### config.mk
export PLATFORM = sky130hd
export DESIGN_NAME = router_ctrl_fsm
export DESIGN_NICKNAME = d
export VERILOG_FILES = /design/src/rtl/router_pkg.sv /design/src/rtl/router_ctrl_fsm.sv
export SDC_FILE = /design/constraint.sdc
export NUM_CORES = 1
export LEC_CHECK = 0
export BUFFER_PORTS_ARGS = -buffer_cell sky130_fd_sc_hd__buf_2
export CAP_MARGIN = 20
export CORE_MARGIN = 2
export CORE_UTILIZATION = 49
export CTS_CLUSTER_SIZE = 30
export DETAILED_ROUTE_END_ITERATION = 8
export PLACE_DENSITY = 0.76
export SYNTH_ARGS = -nofsm -noshare
export SYNTH_HDL_FRONTEND = slang
export SYNTH_SLANG_ARGS = --single-unit
export TNS_END_PERCENT = 50
### constraint.sdc
create_clock -name clock -period 2.1 [get_ports clock]
set_clock_uncertainty 0.1 [all_clocks]
set_input_delay 0.525 -clock clock [delete_from_list [all_inputs] [get_ports clock]]
set_output_delay 0.525 -clock clock [all_outputs]
set_load 0.01 [all_outputs]
### src/rtl/router_pkg.sv
// Shared types and constants for the 1x3 mini-router control path.
package router_pkg;

  localparam int ADDR_W    = 2;
  localparam int NUM_PORTS = 3;
  localparam logic [ADDR_W-1:0] INVALID_ADDR = 2'b11;

  typedef enum logic [2:0] {
    DECODE_ADDRESS,
    LOAD_FIRST_DATA,
    LOAD_DATA,
    FIFO_FULL_STATE,
    LOAD_AFTER_FULL,
    LOAD_PARITY,
    CHECK_PARITY_ERROR,
    WAIT_TILL_EMPTY
  } state_t;

endpackage

### src/rtl/router_ctrl_fsm.sv
// Packet-sequencing controller: header decode, payload/stall/parity phase strobes,
// FIFO write enable and busy back-pressure for the 1x3 mini-router.
//
// state              | meaning
// DECODE_ADDRESS     | idle, waiting for a header with a valid address
// LOAD_FIRST_DATA    | header byte goes to the register stage (one cycle)
// LOAD_DATA          | payload bytes written to the selected FIFO
// FIFO_FULL_STATE    | selected FIFO full, writes stalled
// LOAD_AFTER_FULL    | flush the byte held during the stall
// LOAD_PARITY        | parity byte written
// CHECK_PARITY_ERROR | register stage compares parity, then clears
// WAIT_TILL_EMPTY    | destination FIFO still draining the previous packet
module router_ctrl_fsm
  import router_pkg::*;
(
  input  logic              clock,
  input  logic              resetn,
  input  logic              pkt_valid,
  input  logic [ADDR_W-1:0] data_in,
  input  logic              fifo_full,
  input  logic              fifo_empty_0,
  input  logic              fifo_empty_1,
  input  logic              fifo_empty_2,
  input  logic              soft_reset_0,
  input  logic              soft_reset_1,
  input  logic              soft_reset_2,
  input  logic              parity_done,
  input  logic              low_pkt_valid,
  output logic              write_enb_reg,
  output logic              detect_add,
  output logic              lfd_state,
  output logic              ld_state,
  output logic              laf_state,
  output logic              full_state,
  output logic              rst_int_reg,
  output logic              busy
);

  state_t            state, state_n;
  logic [ADDR_W-1:0] addr_q, addr_n;
  logic [NUM_PORTS-1:0] fifo_empty, soft_reset;
  logic              empty_hdr, empty_sel, soft_sel;

  assign fifo_empty = {fifo_empty_2, fifo_empty_1, fifo_empty_0};
  assign soft_reset = {soft_reset_2, soft_reset_1, soft_reset_0};

  function automatic logic pick(input logic [NUM_PORTS-1:0] vec, input logic [ADDR_W-1:0] idx);
    case (idx)
      2'd0:    pick = vec[0];
      2'd1:    pick = vec[1];
      2'd2:    pick = vec[2];
      default: pick = 1'b0;
    endcase
  endfunction

  assign empty_hdr = pick(fifo_empty, data_in);
  assign empty_sel = pick(fifo_empty, addr_q);
  assign soft_sel  = pick(soft_reset, addr_q);

  always_comb begin
    state_n = state;
    addr_n  = addr_q;
    if (soft_sel) begin
      state_n = DECODE_ADDRESS;
    end else begin
      case (state)
        DECODE_ADDRESS:
          if (pkt_valid && data_in != INVALID_ADDR) begin
            addr_n  = data_in;
            state_n = empty_hdr ? LOAD_FIRST_DATA : WAIT_TILL_EMPTY;
          end
        LOAD_FIRST_DATA: state_n = LOAD_DATA;
        LOAD_DATA:
          if (fifo_full)       state_n = FIFO_FULL_STATE;
          else if (!pkt_valid) state_n = LOAD_PARITY;
        FIFO_FULL_STATE:
          if (!fifo_full) state_n = LOAD_AFTER_FULL;
        LOAD_AFTER_FULL:
          if (parity_done)        state_n = DECODE_ADDRESS;
          else if (low_pkt_valid) state_n = LOAD_PARITY;
          else                    state_n = LOAD_DATA;
        LOAD_PARITY:        state_n = CHECK_PARITY_ERROR;
        CHECK_PARITY_ERROR: state_n = fifo_full ? FIFO_FULL_STATE : DECODE_ADDRESS;
        WAIT_TILL_EMPTY:
          if (empty_sel) state_n = LOAD_FIRST_DATA;
        default:            state_n = DECODE_ADDRESS;
      endcase
    end
  end

  // Outputs are registered from the next state so they track the state register exactly.
  always_ff @(posedge clock) begin
    if (!resetn) begin
      state         <= DECODE_ADDRESS;
      addr_q        <= '0;
      detect_add    <= 1'b1;
      lfd_state     <= 1'b0;
      ld_state      <= 1'b0;
      laf_state     <= 1'b0;
      full_state    <= 1'b0;
      rst_int_reg   <= 1'b0;
      write_enb_reg <= 1'b0;
      busy          <= 1'b0;
    end else begin
      state         <= state_n;
      addr_q        <= addr_n;
      detect_add    <= (state_n == DECODE_ADDRESS);
      lfd_state     <= (state_n == LOAD_FIRST_DATA);
      ld_state      <= (state_n == LOAD_DATA);
      laf_state     <= (state_n == LOAD_AFTER_FULL);
      full_state    <= (state_n == FIFO_FULL_STATE);
      rst_int_reg   <= (state_n == CHECK_PARITY_ERROR);
      write_enb_reg <= (state_n == LOAD_DATA) || (state_n == LOAD_PARITY) ||
                       (state_n == LOAD_AFTER_FULL);
      busy          <= !((state_n == DECODE_ADDRESS) || (state_n == LOAD_DATA));
    end
  end

endmodule
==> results_dict.tcl <==
set metrics [dict create \
    status "completed" \
    relSlewSlack_pct 80.43 \
    grt_max_degree 11 \
    period_minus_slack_ps 1884 \
    rsz0062_at_grt "no" \
    power.density_nw_per_um2 771.4 \
    dp.cells 113 \
    comb_power_share_pct 36.6 \
    fillers 142 \
    switching_share_pct 34.08 \
    synth-edff-count 0 \
    hold_viol 0 \
    final_common_cell "buf_2" \
    fin_hold_ws_ps 395.0 \
    vias 649 \
    cts-resized-gates 0 \
    drv_cap 0 \
    tritoncts "done" \
    synth_cells 77 \
    leakage_nw 0.3825 \
    setup_tns_ps 0 \
    antenna_found_initial 0 \
    hold_buffers 0 \
    power_switching_uw 234.9 \
    yosysSeqAreaShare_pct 34.49 \
    clockRootBuffer "clkbuf_4" \
    track_usage_pct 19.72 \
    dr.pass1.iters 4 \
    htree_levels 1 \
    p_int_uw 454.3 \
    wl_per_cell_um 12.90 \
    die_w_um 43.24 \
    setup_viol 0 \
    ir_drop_mv 0.5155 \
    core_area_um2 1471 \
    worstPathArrival_ps 1940 \
    path_clk_slew_ps 70 \
    power.total_uw 689.1 \
    synth_cell_types 39 \
    setup_slack_ps 216.2 \
    antennaDiodeCount 0 \
    ios 22 \
    totalWireLength_um 1509 \
    clkPwrFrac_pct 21.2 \
    worstMarginPinSlew_ps 293.2 \
    synthArstFlopShare_pct 0 \
    drt_iter0_markers 6 \
    final_cells 117 \
    path_max_fanout 10 \
    final_max_slew_viol_count 0 \
    die-area_um2 1870 \
    port_buffers 21 \
    clockBufferDepth 2 \
    layout.nets 116 \
    dp_hpwl_um 1145 \
    critical_path_required_ps 2150 \
    min_path_type "in -> reg" \
    syn_area_um2 754.5 \
    cts_buffers 3 \
    route.detailed.drc 0 \
    dpl_worst_slack_ps 76.86 \
    drive_gt1_share_pct 38.61 \
    antenna_left 0 \
    cp-end-kind "register" \
    min_period_over_period_pct 89.71 \
    dieHeight_um 43.24 \
    grt_pass1_vias 632 \
    cp-start-kind "register" \
    pwr-share-seq_pct 42.2 \
    grt_overflow 0 \
    synth_seq_cells 13 \
    grt_pass1_wl_um 2718 \
    layout_common_cells "buf_2, dfxtp_1, nor2_1" \
    start_util_pct 51.28 \
    rows 14 \
    clock_latency_ps 270 \
    cts_setup_buffers 0 \
    ys.flop_type "dfxtp_1" \
    yosys_warnings 0 \
    cts_sinks 13 \
    post_drt_via_cell_ratio 5.547 \
    synth_fp_nets 91 \
    area_growth_pct 18.41 \
    max_freq_mhz 530.8 \
    reg_top3 "state (3), addr_q (2)" \
    gp_congestion 0.8043 \
    avgSynthCellArea_um2 9.798 \
    regMostFlops "state" \
    largest_reg_flops 3 \
    path_class "reg -> reg" \
]
critical path, cell delays in order, from the launching register on:
cell       delay [ps]
dfxtp_1           390
or3_4             440
a311oi_2          250
or3b_1            330
nand4bb_4         200
o31ai_2            60
logic make-up after synthesis:
kind of cell    count (synthesis)  share of synthesized area (%)
simple gates                   34                          31.51
compound gates                 20                          22.72
flops                          13                          34.49
mux                             5                          6.634
buf+inv                         5                          4.643
metal layers:
layer / wire length (um) / GRT usage, %
met1: 728 / 27.30
met2: 676 / 27.46
met3: 68 / 4.681
met4: 36 / 11.52
met5: 0 / 0
path summary, 6_finish.rpt:
check             from            end  slack [ps]  depth (start not counted)
max           state[2]  write_enb_reg         220                          5
min             resetn     detect_add         390                          2
max reg2reg   state[2]  write_enb_reg         220                          5
min reg2reg  addr_q[0]      addr_q[0]         500                          2
stage by stage:
stage	instance area [um2]	utilization (%)
6_report	893.4	60.71
5_1_grt	893.4	60.71
4_1_cts	893.4	60.71
3_5_place_dp	867.1	58.93
3_3_place_gp	867.1	58.93
2_1_floorplan	754.5	-
power groups by stage:
stage / clock [mW] / sequential [mW] / combinational, mW
floorplan: 0 / 0.293 / 0.191
global placement: 0 / 0.296 / 0.244
detailed placement: 0 / 0.296 / 0.248
CTS: 0.152 / 0.291 / 0.253
global route: 0.162 / 0.295 / 0.280
finish: 0.146 / 0.291 / 0.253
final cells by class:
class	count	area, um2	share of cell area, %
Tap cell	16	20.02	2.241
Timing Repair Buffer	23	120.1	13.45
Inverter	2	7.507	0.8403
Clock buffer	4	26.28	2.941
Multi-Input combinational cell	59	459.2	51.40
Sequential cell	13	260.3	29.13
Yosys cell counts (all sizes together) (3+ instances only):
cell type,number,area (um2)
buf,3,27.52
a21boi,3,26.27
nor2,7,28.78
a21oi,3,15.01
and2,3,18.77
nor3,4,20.02
dfxtp,13,260.3
mux2i,5,50.05
nand2,5,18.77
(Power assumes the default switching activity.)
